File: src/rtl/adder_error_evaluator_pkg.sv
// Shared types and width helpers for the approximate-adder error evaluator.
// The state enum and counter-width rules are kept here so sibling evaluators stay consistent.
package adder_error_evaluator_pkg;

   typedef enum logic [1:0] {
      IDLE = 2'd0,
      RUN  = 2'd1,
      DONE = 2'd2
   } state_t;

   // Input vector width seen by the circuit under evaluation.
   function automatic int vec_width(input int op_w);
      return 2 * op_w;
   endfunction

   // Error count must reach 2^(2*op_w), which needs one extra bit.
   function automatic int cnt_width(input int op_w);
      return 2 * op_w + 1;
   endfunction

   // Sum of errors must reach 2^(2*op_w) * (2^out_w - 1).
   function automatic int sum_width(input int op_w, input int out_w);
      return 2 * op_w + out_w;
   endfunction

endpackage

File: src/rtl/adder_err_metric.sv
// Combinational error unit: exact sum of a and b, and the absolute difference
// between that sum and the result produced by an approximate adder.
module adder_err_metric #(
   parameter int OP_W  = 4,
   parameter int OUT_W = 5
) (
   input  logic [OP_W-1:0]  a,
   input  logic [OP_W-1:0]  b,
   input  logic [OUT_W-1:0] result,
   output logic [OUT_W-1:0] abs_err,
   output logic             err_nz
);

   logic [OUT_W:0] exact;
   logic [OUT_W:0] diff;
   logic [OUT_W:0] mag;

   assign exact = (OUT_W+1)'(a) + (OUT_W+1)'(b);

   // Signed OUT_W+1-bit difference; the sign bit selects negation.
   assign diff = {1'b0, result} - exact;
   assign mag  = diff[OUT_W] ? -diff : diff;

   // Because exact <= 2^OUT_W - 2, the magnitude never needs the top bit.
   assign abs_err = mag[OUT_W-1:0];
   assign err_nz  = |mag;

endmodule

File: src/rtl/adder_error_evaluator.sv
// Sweeps every operand pair through an external combinational approximate adder
// and accumulates max, count and sum of absolute errors, then reports pass against ET.
module adder_error_evaluator
   import adder_error_evaluator_pkg::*;
#(
   parameter int OP_W  = 4,
   parameter int OUT_W = 5,
   parameter int ET    = 3
) (
   input  logic                              clk,
   input  logic                              rst,
   input  logic                              start,
   output logic [vec_width(OP_W)-1:0]        dut_in,
   input  logic [OUT_W-1:0]                  dut_out,
   output logic                              busy,
   output logic                              done,
   output logic [OUT_W-1:0]                  max_err,
   output logic [cnt_width(OP_W)-1:0]        err_cnt,
   output logic [sum_width(OP_W, OUT_W)-1:0] sum_abs_err,
   output logic                              pass
);

   localparam int IN_W  = vec_width(OP_W);
   localparam int CNT_W = cnt_width(OP_W);
   localparam int SUM_W = sum_width(OP_W, OUT_W);

   localparam logic [IN_W-1:0]  LAST_VEC = '1;
   localparam logic [OUT_W-1:0] ET_V     = OUT_W'(ET);

   state_t           state;
   logic [OUT_W-1:0] abs_err;
   logic             err_nz;
   logic [OUT_W-1:0] max_next;

   adder_err_metric #(
      .OP_W  (OP_W),
      .OUT_W (OUT_W)
   ) u_metric (
      .a       (dut_in[IN_W-1:OP_W]),
      .b       (dut_in[OP_W-1:0]),
      .result  (dut_out),
      .abs_err (abs_err),
      .err_nz  (err_nz)
   );

   // Max including the current vector, so pass can be decided on the last edge.
   assign max_next = (abs_err > max_err) ? abs_err : max_err;

   always_ff @(posedge clk) begin
      if (rst) begin
         state       <= IDLE;
         dut_in      <= '0;
         busy        <= 1'b0;
         done        <= 1'b0;
         max_err     <= '0;
         err_cnt     <= '0;
         sum_abs_err <= '0;
         pass        <= 1'b0;
      end else begin
         case (state)
            IDLE, DONE: begin
               if (start) begin
                  state       <= RUN;
                  dut_in      <= '0;
                  busy        <= 1'b1;
                  done        <= 1'b0;
                  max_err     <= '0;
                  err_cnt     <= '0;
                  sum_abs_err <= '0;
                  pass        <= 1'b0;
               end
            end
            RUN: begin
               max_err     <= max_next;
               sum_abs_err <= sum_abs_err + SUM_W'(abs_err);
               if (err_nz) begin
                  err_cnt <= err_cnt + CNT_W'(1);
               end
               // dut_in stays on the last vector while results are held.
               if (dut_in == LAST_VEC) begin
                  state <= DONE;
                  busy  <= 1'b0;
                  done  <= 1'b1;
                  pass  <= (max_next <= ET_V);
               end else begin
                  dut_in <= dut_in + IN_W'(1);
               end
            end
            default: begin
               state <= IDLE;
               busy  <= 1'b0;
               done  <= 1'b0;
            end
         endcase
      end
   end

endmodule

File: config.mk
export PLATFORM = sky130hd
export DESIGN_NAME = adder_error_evaluator
export DESIGN_NICKNAME = d
export VERILOG_FILES = /design/src/rtl/adder_error_evaluator_pkg.sv /design/src/rtl/adder_err_metric.sv /design/src/rtl/adder_error_evaluator.sv
export SDC_FILE = /design/constraint.sdc
export NUM_CORES = 1
export LEC_CHECK = 0
export ABC_AREA = 1
export CORE_MARGIN = 1.5
export CORE_UTILIZATION = 58
export DETAILED_ROUTE_END_ITERATION = 8
export MAX_ROUTING_LAYER = met4
export PLACE_DENSITY = 0.95
export SLEW_MARGIN = 20
export SYNTH_ARGS = -nofsm -noshare
export SYNTH_HDL_FRONTEND = slang
export SYNTH_HIERARCHICAL = 1
export SYNTH_SLANG_ARGS = --single-unit
File: constraint.sdc
create_clock -name clk -period 10.6 [get_ports clk]
set_clock_uncertainty 0.15 [all_clocks]
set_input_delay 2.12 -clock clk [delete_from_list [all_inputs] [get_ports clk]]
set_output_delay 2.12 -clock clk [all_outputs]
set_load 0.05 [all_outputs]
# Yosys cells after proc, flatten, opt, wreduce, memory -nomap -nowiden
# Cells that the tools add are included.
[word_totals] output_inout_bits=38 word_cells=55 register_bits=40 input_bits=8
[classes] magnitude_cmp=2 reduce_logical=9 muxes=23 eq_ne=7 addsub=6
[op_table] cell="$pmux W13 S2" n=1
[op_table] cell="$mux W9" n=2
[op_table] cell="$pmux W9 S2" n=1
[op_table] cell="$mux W8" n=2
[op_table] cell="$pmux W8 S2" n=1
[op_table] cell="$add A13 B5 Y13" n=1
[op_table] cell="$mux W13" n=1
[op_table] cell="$mux W5" n=2
[op_table] cell="$pmux W5 S2" n=1
[op_table] cell="$add A9 B1 Y9 const B" n=1
[op_table] cell="$reduce_and A3 Y1" n=3
[op_table] cell="$add A8 B1 Y8 const B" n=1
[op_table] cell="$eq A8 B8 Y1 const B" n=1
[op_table] cell="$ne A2 B2 Y1 const B" n=4
[op_table] cell="$mux W6" n=1
[op_table] cell="$neg A6 Y6" n=1
[op_table] cell="$pmux W1 S2" n=3
[op_table] cell="$reduce_or A6 Y1" n=1
[op_table] cell="$sub A5 B6 Y6" n=1
[op_table] cell="$add A4 B4 Y5" n=1
[op_table] cell="$gt A5 B5 Y1" n=1
[op_table] cell="$le A5 B2 Y1 const B" n=1
[op_table] cell="$mux W1" n=5
[op_table] cell="$mux W2" n=2
[op_table] cell="other kinds (7)" n=8

# Longest topological paths before layout
# Gate-level depths: netlist of run 1.
[depth] depth_word=9 ltp_mapped=26 depth_no_buf=26

# Hierarchy
# The synthesis of run 1 kept the hierarchy.
[by_module_without_submodules] module="adder_error_evaluator" n_inst=1 area_per_inst_um2=2220.9 cells_each=318 seq_area_each_um2=780.7
[by_module_without_submodules] module="adder_err_metric" n_inst=1 area_per_inst_um2=560.5 cells_each=88 seq_area_each_um2=0.0

# Least setup slack after synthesis of run 1
# No wires, ideal clock.
[synth_path] path_type="input-to-reg" start="input port dut_out[0]" end="register max_err[1]" required_time_ns=10.330 path_stages=25 setup_slack_ns=5.247 arrival_time_ns=5.084 setup_ns=0.120 path_buffers=0 cell_sequence="inv_1 -> fa_1 -> inv_1 -> ha_1 -> inv_1 -> nand2_1 -> fa_1 -> inv_1 -> ha_1 -> inv_1 -> nor2_1 -> nand3_1 -> nand2_1 -> nand2_1 -> nand2_1 -> ha_1 -> nand2_1 -> nor2_1 -> nand2_1 -> nand3_1 -> nand2_1 -> inv_1 -> nand2_1 -> o21ai_0 -> a21oi_1"
[synth_between] elab_chain_cells=6
[synth_rtl] element="start, declared" line="adder_error_evaluator.sv:14" rtl="input logic [OUT_W-1:0] dut_out,"
[synth_rtl] element="$sub A5 B6 Y6 *" line="adder_err_metric.sv:21" rtl="assign diff = {1'b0, result} - exact;"
[synth_rtl] element="$neg A6 Y6" line="adder_err_metric.sv:22" rtl="assign mag = diff[OUT_W] ? -diff : diff;"
[synth_rtl] element="$mux W6 *" line="adder_err_metric.sv:22"
[synth_rtl] element="named net abs_err[4]" line="adder_error_evaluator.sv:31" rtl="logic [OUT_W-1:0] abs_err;"
[synth_rtl] element="$gt A5 B5 Y1 *" line="adder_error_evaluator.sv:47" rtl="assign max_next = (abs_err > max_err) ? abs_err : max_err;"
[synth_rtl] element="$mux W5 *" line="adder_error_evaluator.sv:47"
[synth_rtl] element="$pmux W5 S2 *" line="adder_error_evaluator.sv:60" rtl="case (state)"
[synth_rtl] element="end signal, assigned" line="adder_error_evaluator.sv:74" rtl="max_err <= max_next;"
[synth_rtl] element="end, declared" line="adder_error_evaluator.sv:17" rtl="output logic [OUT_W-1:0] max_err,"
# The timed path passes the listed nets; every way through them passes the cells marked *.
# A chain may end at the register's enable or synchronous reset.

# Worst setup path after layout of run 1
[layout_path] start="input port dut_out[0]" end="register max_err[0]"
# Same word-level chain as after synthesis.

==> impl_metrics.toml, run 1 <==
[job]
max_cap_violations = 0

[clock_tree]
cts_tree = "yes"
cts_buffers = 5
clockBufferDepth = 2
cts_sinks = 39
h-tree-depth = 2
clkSlewWorstSetupHoldPaths_ns = 0.08
cts_hold_buf = 0
post_cts_resized = 0
post_cts_buffers = 0
root_buffer = "clkbuf_8"
clock_latency_ns = 0.30

[sta]
fin_tns_setup_ns = 0
finalCritPeriodShare = 0.565
period_minus_slack_ns = 5.99
slew_viol_final = 0
max_slew.worst_pin.slew_ns = 0.698
hold_ws_ns = 0.338
final-setup-viol-count = 0
rsz0062_at_grt = "false"
final-hold-violation-count = 0
fmax_mhz = 167
setup_slack_ns = 4.61
slew-limit-headroom = 0.533

[drt]
drc = 0
viasPerCell = 5.42
drt_iter0_drc = 194
dr.pass1.iters = 5
num_vias = 2746
wl_per_cell_um = 12.6
wl_mm = 6.37
drtAntennaViolNets = 0

[place]
dpl.hpwl_mm = 4.82
place_ws_ns = 4.31
dp_cells = 499
portBuffers = 45
gp_congestion = 0.987

[worst_setup_path]
crit_path_start_kind = "input pin"
cp.arrival_ns = 6.02
reg2reg_from = "dut_in[4]"
critPathLaunch = "dut_out[0]"
crit_fanout = 5
worst_path_largest_cell_delay_ns = 0.50
critPathBufInv = 7
setup.worst_path.end_class = "flip-flop"
cp_top_family = "adder cells"
critPathRequiredTime_ns = 10.63
critical_path_class = "in -> reg"
cp_common_cell = "nand2_1"
cp_slowest_cell = "fa_1"

[die]
die_w_um = 72.3
die_h_um = 72.3
fp-row-count = 25
dieArea_um2 = 5220
start_util = 0.597
core_um2 = 4660
ios = 46

[synth]
syn_nets = 440
syn_area_per_cell_um2 = 6.85
ys_seq_area_frac = 0.281
ys_ff_latch = 39
synth.distinct_cells = 34
ys_warn_count = 6
synth_area_um2 = 2780
syn-instance-count = 406

[global_route]
grt_first_pass_wirelength_mm = 10.9
grt-ovfl-total = 0
grt_max_degree = 21
grt_usage = 0.267
antenna_found_initial = 0
grt_pass1_vias = 2572

[finish]
nFillCells = 381
final_nets = 486
final_core_util = 0.717
drive_gt1_frac = 0.108
final_cells = 507
diodes = 0
syn_to_final_growth_pct = 20.2

[power]
leakage_nw = 1.40
power.density_nw_per_um2 = 126
ir_drop_uv = 111

[hold_path]
holdCritPathClass = "reg -> reg"
min_from = "sum_abs_err[0]"

[outcome]
status = "completed"
cell usage in the layout, fill, tap and decap left out, types with 3 or more instances in the layout:
cell type	count
a21oi_1	41
o21ai_1	4
clkdlybuf4s50_1	45
nand2_4	5
ha_1	21
dfxtp_1	39
nand3_1	28
nand2_2	15
nor2_1	30
inv_2	7
fa_1	5
nor3_1	8
clkbuf_8	5
nor2_4	5
inv_1	58
nand2_1	95
o21ai_2	3
o21ai_0	16
cell families (layout without fill, tap and decap cells):
logic type | Yosys count | after routing | synth area share
simple gates | 196 | 196 | 0.336
compound gates | 72 | 72 | 0.141
buf+inv | 71 | 118 | 0.103
flops | 39 | 39 | 0.281
fa+ha+maj | 26 | 26 | 0.130
xor+xnor | 2 | 2 | 0.00900
metrics by stage:
stage	area, um^2	power [mW]
after detailed placement	3260	0.320
after floorplan	2780	0.283
after global routing	3340	0.446
after CTS	3340	0.421
final	3340	0.422
after global placement	3260	0.315
cells in the mapped netlist, drive strengths merged:
cell | count | area share
buf | 4 | 0.013
nand2 | 115 | 0.18
fa | 5 | 0.036
o21ai | 23 | 0.045
a21oi | 43 | 0.080
nand4 | 2 | 0.0045
a21o | 1 | 0.0027
nor3 | 10 | 0.024
a22oi | 2 | 0.0054
xor2 | 1 | 0.0031
and3 | 1 | 0.0023
nand3 | 28 | 0.050
o22ai | 2 | 0.0045
nand3b | 2 | 0.0054
dfxtp | 39 | 0.28
ha | 21 | 0.094
xnor2 | 1 | 0.0058
and2 | 1 | 0.0023
inv | 65 | 0.088
nor2 | 37 | 0.065
o21bai | 1 | 0.0027
clkbuf | 2 | 0.0027
report_power, final:
| group | internal, mW | switching [mW] |
|---|---|---|
| registers | 0.153 | 0.00637 |
| clock network | 0.0461 | 0.0558 |
| logic | 0.0533 | 0.107 |
worst register-to-register path: stages, from the launching register on:
cell and delay (ns):
dfxtp_1 0.36, fa_1 0.57, inv_1 0.05, ha_1 0.19, inv_1 0.06, nand2_1 0.08, fa_1 0.48, inv_1 0.07
ha_1 0.20, inv_1 0.07, nor2_1 0.05, nand3_1 0.09, nand2_1 0.06, nand2_1 0.06, nand2_1 0.11, ha_1 0.32
nand2_1 0.08, nor2_1 0.15, nand2_1 0.07, nand3_1 0.16, nand2_1 0.12, inv_1 0.08, nand2_1 0.06, o21ai_0 0.22
a21oi_1 0.06
sequential cells by signal (all words and copies together) (netlist names):
| register | count |
|---|---|
| max_err | 5 |
| err_cnt | 9 |
| state | 2 |
| dut_in | 8 |
| sum_abs_err | 13 |
| busy | 1 |
| pass | 1 |
final timing paths:
path / cells past startpoint / end / slack, ns
worst max register to register: 24 / max_err[0] / 6.52
worst max-delay path: 26 / max_err[0] / 4.61
worst min-delay path: 2 / sum_abs_err[0] / 0.34
worst min register to register: 2 / sum_abs_err[0] / 0.34
cell type report:
type                       instances  area (um^2)  share of cell area
sequential                        39          781               0.234
tap                               54         67.6              0.0202
timing repair buffer              45          450               0.135
multi-input combinational        296         1710               0.513
clock buffer                       6         72.6              0.0217
inverter                          65          244              0.0730
clock inverter                     2         12.5             0.00374
metal layers:
metal  wire, um  GRT usage  part of all wire
met3        356     0.0375             0.056
met2       3190      0.459              0.50
met1       2710      0.310              0.42
met4        116      0.117             0.018
met5          0          -                 0
Note: power is estimated with default switching activity, not from simulation.
==> run 2, diff against run 1 <==
--- a/config.mk
+++ b/config.mk
@@ -7,10 +7,10 @@
 export LEC_CHECK = 0
 export ABC_AREA = 1
 export CORE_MARGIN = 1.5
-export CORE_UTILIZATION = 58
+export CORE_UTILIZATION = 49
 export DETAILED_ROUTE_END_ITERATION = 8
 export MAX_ROUTING_LAYER = met4
-export PLACE_DENSITY = 0.95
+export PLACE_DENSITY = 0.89
 export SLEW_MARGIN = 20
 export SYNTH_ARGS = -nofsm -noshare
 export SYNTH_HDL_FRONTEND = slang
==> constraint.sdc (replaced) <==
create_clock -name clk -period 5.3 [get_ports clk]
set_clock_uncertainty 0.15 [all_clocks]
set_input_delay 1.06 -clock clk [delete_from_list [all_inputs] [get_ports clk]]
set_output_delay 1.06 -clock clk [all_outputs]
set_load 0.05 [all_outputs]
==> run 2 against run 1 <==
Compared with the run above: flip-flop and latch count unchanged; design area up 1.1%; cell count increased by 3.6%; clock-buffer cell count unchanged; global-route usage shrank 3.7 points; first-iteration DRC count decreased by 12%; clock power is 120% higher; setup slack got worse by 4.2 ns; combinational power is 100% higher; largest cell class unchanged.
==> impl_metrics.toml, run 2 (synthesis results as in run 1) <==
[sta]
final-hold-violation-count = 0
final-setup-viol-count = 0
period_minus_slack_ns = 4.86
fin_tns_setup_ns = 0
rsz0062_at_grt = "false"
slew-limit-headroom = 0.505
slew_viol_final = 0
finalCritPeriodShare = 0.917
fmax_mhz = 206
max_slew.worst_pin.slew_ns = 0.740

[power]
leakage_nw = 1.40
internal_power_mw = 0.521
pwr-share-comb = 0.374
ir_drop_uv = 236
p_seq_frac = 0.367
netSwitchingPower_mw = 0.349
power.density_nw_per_um2 = 257
pwr-share-clk = 0.258
swShare = 0.401

[worst_setup_path]
crit_fanout = 5
cp.arrival_ns = 4.91
critPathRequiredTime_ns = 5.35
worst_path_largest_cell_delay_ns = 0.51
setup.worst_path.end_class = "flip-flop"
cp_slowest_cell = "fa_1"
critical_path_class = "in -> reg"
crit_path_start_kind = "input pin"

[finish]
diodes = 0
top_register = "sum_abs_err"
drive_gt1_frac = 0.110
largest_reg_flops = 13
final_nets = 486
final_core_util = 0.613
mostFrequentLayoutCell = "nand2_1"
nFillCells = 492
syn_to_final_growth_pct = 21.5
layout_common_cells = "nand2_1, inv_1, clkdlybuf4s50_1"
largestRegisters = "sum_abs_err (13), err_cnt (9), dut_in (8)"

[global_route]
antenna_found_initial = 0
grt_usage = 0.230
grt_first_pass_wirelength_mm = 11.2
grt_pass1_vias = 2642
grt_max_degree = 21
grt-ovfl-total = 0

[drt]
num_vias = 2741
drt_iter0_drc = 170
dr.pass1.iters = 4
wl_mm = 6.56
wl_per_cell_um = 12.5
drtAntennaViolNets = 0
drc = 0
viasPerCell = 5.22

[clock_tree]
cts_buffers = 5
cts_hold_buf = 0
clock_latency_ns = 0.30
post_cts_buffers = 0
root_buffer = "clkbuf_8"
h-tree-depth = 2
clockBufferDepth = 2
cts_tree = "yes"
clkSlewWorstSetupHoldPaths_ns = 0.08
post_cts_resized = 0
cts_sinks = 39

[hold_path]
holdCritPathClass = "reg -> reg"

[die]
ios = 46
core_um2 = 5510
die_h_um = 78.3
fp-row-count = 27
start_util = 0.505
die_w_um = 78.3
dieArea_um2 = 6140

[place]
portBuffers = 45
dpl.hpwl_mm = 4.91
gp_congestion = 0.860

[job]
max_cap_violations = 0

[outcome]
status = "completed"
run 2: routing by layer:
layer  wire (um)  part of all wire  vias up  global-route usage
met4          80             0.012        0              0.0893
met1        2820              0.43     1261               0.254
met3         387             0.059        8              0.0465
met5           0                 0        -                   -
li1            -                 -     1389                   -
met2        3270              0.50       83               0.407
run 2: worst paths after layout:
check / start / end / slack, ns / depth (start not counted)
setup / recovery: dut_out[0] / max_err[1] / 0.44 / 25
hold reg to reg: max_err[0] / max_err[0] / 0.33 / 2
hold / removal: max_err[0] / max_err[0] / 0.33 / 2
setup reg to reg: dut_in[4] / max_err[1] / 1.24 / 23
run 2: final cells by class:
type                    instances  area, um^2  share of cell area
multi-input cells             296        1710               0.507
flip-flops and latches         39         781               0.231
repair buffers                 45         450               0.133
inverters                      65         244              0.0722
well taps                      72        90.1              0.0267
clock buffers                   6        82.6              0.0244
clock inverters                 2        16.3             0.00481
run 2: power by group through the flow:
stage	clock network (mW)	registers [mW]	logic, mW
6_report	0.225	0.320	0.326
3_3_place_gp	0	0.326	0.305
3_5_place_dp	0	0.326	0.319
4_1_cts	0.226	0.320	0.324
5_1_grt	0.237	0.322	0.365
2_1_floorplan	0	0.368	0.197
run 2: worst max-delay path: cells and delay by family:
kind,cells,cell delay (ns)
fa+ha+maj,5,1.67
simple gates,11,1.07
buf+inv,7,0.88
compound gates,2,0.22
run 2: metrics by stage:
step | instances | worst slack (ns) | power [mW] | instance area, um^2 | hold slack [ns]
detailed placement | 517 | 0.156 | 0.645 | 3280 | 0.316
global route | 525 | 0.112 | 0.924 | 3380 | 0.360
CTS | 525 | 0.428 | 0.869 | 3380 | 0.331
floorplan | 406 | 1.01 | 0.566 | 2780 | 0.425
finish | 525 | 0.438 | 0.870 | 3380 | 0.334
global placement | 517 | 0.321 | 0.631 | 3280 | 0.301
==> edit 1 (settings of run 2) <==
Make the reset (`rst`) asynchronous in one clocked block.
--- a/src/rtl/adder_error_evaluator.sv
+++ b/src/rtl/adder_error_evaluator.sv
@@ -47,5 +47,5 @@
    assign max_next = (abs_err > max_err) ? abs_err : max_err;
 
-   always_ff @(posedge clk) begin
+   always_ff @(posedge clk or posedge rst) begin
       if (rst) begin
          state       <= IDLE;
Behaviour: differs if rst is asserted again (counterexample within 4 cycles, from zero or initial values and one cycle with rst high); with rst held inactive, the same outputs for 10 cycles.
==> edit 1 against run 2 <==
Sequential cell count did not move. Cell area rose by 2.9%. Core utilization rose by 1.0 points. Routed wire length fell by 2.9%. Setup slack improved by 0.15 ns. Synthesized area rose by 3.4%. Critical path depth fell by 1. Largest cell class unchanged. Highest routed layer unchanged.
Power is not shown: default switching activity piles up to over one toggle a cycle in this logic, so the estimate is an artifact.
==> edit 1: results (changes against run 2) <==
critical path data arrival time = 4.75 ns (-0.16 ns)
M1 WL = 2750 um (-2.7%)
Crit path max-delay family = adder cells
Non-clock buffers = 46 (+2.2%)
HPWL after DPL = 4910 um (-0.10%)
Ys Warns = 6 (unchanged)
metal3 WL = 280 um (-28%)
syn avg cell area = 7.57 um2 (+10%)
Worst Tran Pin Value = 0.535 ns (-0.205 ns)
Synth async-reset ratio = 1.00 (+1.00)
routed vias/inst = 5.22 (about the same)
Compound-Gate Fraction of Synth Area = 0.0962 (-0.0446)
signal buffers share of area = 0.132 (-0.00163)
GPL Wtd Cong = 0.907 (+5.4%)
Non-clock inverters = 69 (+6.2%)
Area contributors post-synth = dfrtp_1 34%, nand2_1 11%, ha_1 9.1%
pin count of the biggest net entering global routing = 40 (+90%)
placed cell count = 494 (-4.4%)
Post-synth top cells = 81 x nand2_1, 62 x inv_1, 39 x dfrtp_1
register area share after synthesis = 0.339 (+0.0587)
status = complete, no violations
Post-synth top flop = dfrtp_1
Global Route Usage Sum = 0.229 (-0.00161)
fraction of layout cells with a size suffix above 1 = 0.105 (-0.00572)
Met2 Wirelength = 3240 um (-0.83%)
synth unique cells = 33 (-2.9%)
total CTS buffers = 5 (unchanged)
met3 Usage GRT = 0.0400 (-0.00651)
final WL = 6370 um (-2.9%)
synthesized net count = 414 (-5.9%)
nets = 463 (-4.7%)
largest family of logic cells by synthesized area = simple AND/OR/NAND/NOR gates
via count = 2,621 (-4.4%)
Place WS = 0.315 ns (+0.160 ns)
GR Util met2 = 0.389 (-0.0180)
met1 Use GR = 0.273 (+0.0189)
Synth Area in Adders = 0.126 (-0.00426)
area of the multi-input gates = 0.00160 mm2 (-6.6%)
sequential cells = 39 (unchanged)
xor and xnor fraction of the mapped netlist area = 0.0178 (+0.00884)
DR iter-0 viols = 127 (-25%)
clock network area share = 0.0255 (-0.00371)
FF+latch area = 976 um2 (+25%)
FILL cells = 484 (-1.6%)
CP max FO = 4 (-1)
comb_multi_in = 268 (-9.5%)
first-pass GRT wire length = 11,200 um (+0.49%)
## edit 1: path summary, 6_finish.rpt
check | from | endpoint | slack [ns] | cells after the start
setup reg to reg | dut_in[4]$_DFFE_PP0P_ | sum_abs_err[5]$_DFFE_PP0P_ | 1.31 | 22
max in group asynchronous | rst | max_err[0]$_DFFE_PP0P_ | 3.63 | 3
setup / recovery | dut_out[0] | sum_abs_err[5]$_DFFE_PP0P_ | 0.58 | 24
hold / removal | state[0]$_DFFE_PP0P_ | busy$_DFFE_PP0P_ | 0.33 | 1
hold reg to reg | state[0]$_DFFE_PP0P_ | busy$_DFFE_PP0P_ | 0.33 | 1
min in group asynchronous | rst | err_cnt[7]$_DFFE_PP0P_ | 1.03 | 3
## edit 1: per-stage QoR
| stage | util | instance area [um2] |
|---|---|---|
| 2_1_floorplan | - | 2880 |
| 3_3_place_gp | 0.608 | 3390 |
| 3_5_place_dp | 0.608 | 3390 |
| 4_1_cts | 0.624 | 3480 |
| 5_1_grt | 0.624 | 3480 |
| 6_report | 0.624 | 3480 |
==> edit 2 (settings of run 2) <==
Without the edit above. `OUT_W` is set to 5 in 2 places; all go to 10.
--- a/src/rtl/adder_err_metric.sv
+++ b/src/rtl/adder_err_metric.sv
@@ -3,5 +3,5 @@
 module adder_err_metric #(
    parameter int OP_W  = 4,
-   parameter int OUT_W = 5
+   parameter int OUT_W = 10
 ) (
    input  logic [OP_W-1:0]  a,
--- a/src/rtl/adder_error_evaluator.sv
+++ b/src/rtl/adder_error_evaluator.sv
@@ -5,5 +5,5 @@
 #(
    parameter int OP_W  = 4,
-   parameter int OUT_W = 5,
+   parameter int OUT_W = 10,
    parameter int ET    = 3
 ) (
Ports: changed (resized dut_out, max_err and sum_abs_err); port bits go from 46 to 61. No check against the original RTL was run, so the function may have changed too.
==> edit 2 against run 2 <==
Sequential cell count grew 10. Cell area rose by 40%. Synthesized cell count rose by 42%. Synthesized area increased by 37%. Worst hold slack worse by 0.011 ns. Setup slack got worse by 0.25 ns. Power rose by 21%. Routed wire length up 53%. Critical path type unchanged.
==> edit 2: results (changes against run 2) <==
status = complete, no violations
met1 Use GR = 0.292 (+0.0373)
nets = 690 (+42%)
number of antenna violations at the first check in global routing = 0 (unchanged)
Max clock buf depth = 2 (unchanged)
Synth async-reset ratio = 0 (unchanged)
Clk Latency, worst-skew pair = 0.31 ns
H-tree Lvls = 2 (unchanged)
fraction of layout cells with a size suffix above 1 = 0.115 (+0.00489)
number of global-route vias before repair = 3,799 (+44%)
Ys Warns = 6 (unchanged)
maximum vdd ir drop = 128 uV (-46%)
first-pass GRT wire length = 16,600 um (+48%)
slowest CP cell = clkdlybuf4s50_1
Port Buf Inserts = 60 (+33%)
Global Route Usage Sum = 0.246 (+0.0153)
DRT Pass-1 Iters = 5 (+1)
HPWL after DPL = 7630 um (+55%)
CP max FO = 8 (+3)
Worst path max stage delay = 0.46 ns (-0.05 ns)
FILL cells = 643 (+31%)
clock transition at the registers of the reported paths = 0.09 ns
GPL Wtd Cong = 0.962 (+12%)
Place WS = -0.214 ns (-0.369 ns)
synth unique cells = 40 (+18%)
GR Util met2 = 0.419 (+0.0116)
total CTS buffers = 5 (unchanged)
met3 Usage GRT = 0.0427 (-0.00380)
Post-synth top flop = dfxtp_1
Slew headroom = 0.459 (-0.0462)
WL/cell = 13.6 um (+8.5%)
biggest regs = sum_abs_err x18, max_err x10, err_cnt x9
synthesized net count = 624 (+42%)
register area share after synthesis = 0.257 (-0.0232)
Post-synth top cells = 148 x nand2_1, 83 x inv_1, 55 x a21oi_1
via count = 3,991 (+46%)
Area contributors post-synth = dfxtp_1 26%, nand2_1 15%, ha_1 10%
Static Leak = 2.04 nW (+45%)
# diodes = 0 (unchanged)
DR iter-0 viols = 276 (+62%)
pin count of the biggest net entering global routing = 32 (+52%)
critical path data arrival time = 5.20 ns (+0.29 ns)
root buffer cell = clkbuf_8
Post CTS Setup Buffer Count = 0 (unchanged)
hold crit path type = reg2reg
Resized Gates After CTS = 0 (unchanged)
## edit 2: per-layer routing
layer	wire length [um]	up-vias
met5	0	-
met2	4900	151
met4	224	0
met1	4260	1819
met3	653	29
li1	-	1992
## edit 2: layout make-up
type                            instances  area share
Multi-Input combinational cell        426       0.533
Sequential cell                        49       0.208
Timing Repair Buffer                   71       0.145
Inverter                               88      0.0699
Tap cell                               99      0.0262
Clock buffer                            6      0.0154
Clock inverter                          2     0.00291
## edit 2: cell families (layout without fill, tap and decap cells)
logic type      count (synthesis)  in the layout  share of synthesized area
buf+inv                       101            167                      0.108
xor+xnor                        3              3                    0.00690
compound gates                101            101                      0.145
fa+ha+maj                      36             36                      0.128
flops                          49             49                      0.257
simple gates                  285            286                      0.355
## edit 2: stage by stage
step	total power, mW	area [um2]	hold WS (ns)	cells
5_1_grt	1.12	4730	0.344	741
4_1_cts	1.03	4570	0.319	733
3_5_place_dp	0.812	4480	0.306	725
3_3_place_gp	0.800	4480	0.300	725
6_report	1.06	4730	0.323	741
2_1_floorplan	0.715	3810	0.280	575
## edit 2: worst paths after layout
check	start	endpoint	slack [ns]	cells past startpoint
setup reg to reg	dut_in[0]$_SDFFE_PP0P_	pass$_SDFFE_PP0P_	0.94	27
setup / recovery	dut_out[0]	pass$_SDFFE_PP0P_	0.19	29
hold reg to reg	state[0]$_SDFFE_PP0P_	busy$_SDFFE_PP0P_	0.32	1
hold / removal	state[0]$_SDFFE_PP0P_	busy$_SDFFE_PP0P_	0.32	1
## edit 2: critical path, delay by kind of cell
family,cells,cell delay [ns]
compound gates,1,0.13
simple gates,15,1.53
buf+inv,9,1.24
fa+ha+maj,4,1.24
## edit 2: where the power goes
group,switching [mW],internal (mW)
Clock,0.130,0.0943
Sequential,0.0174,0.385
Combinational,0.279,0.151
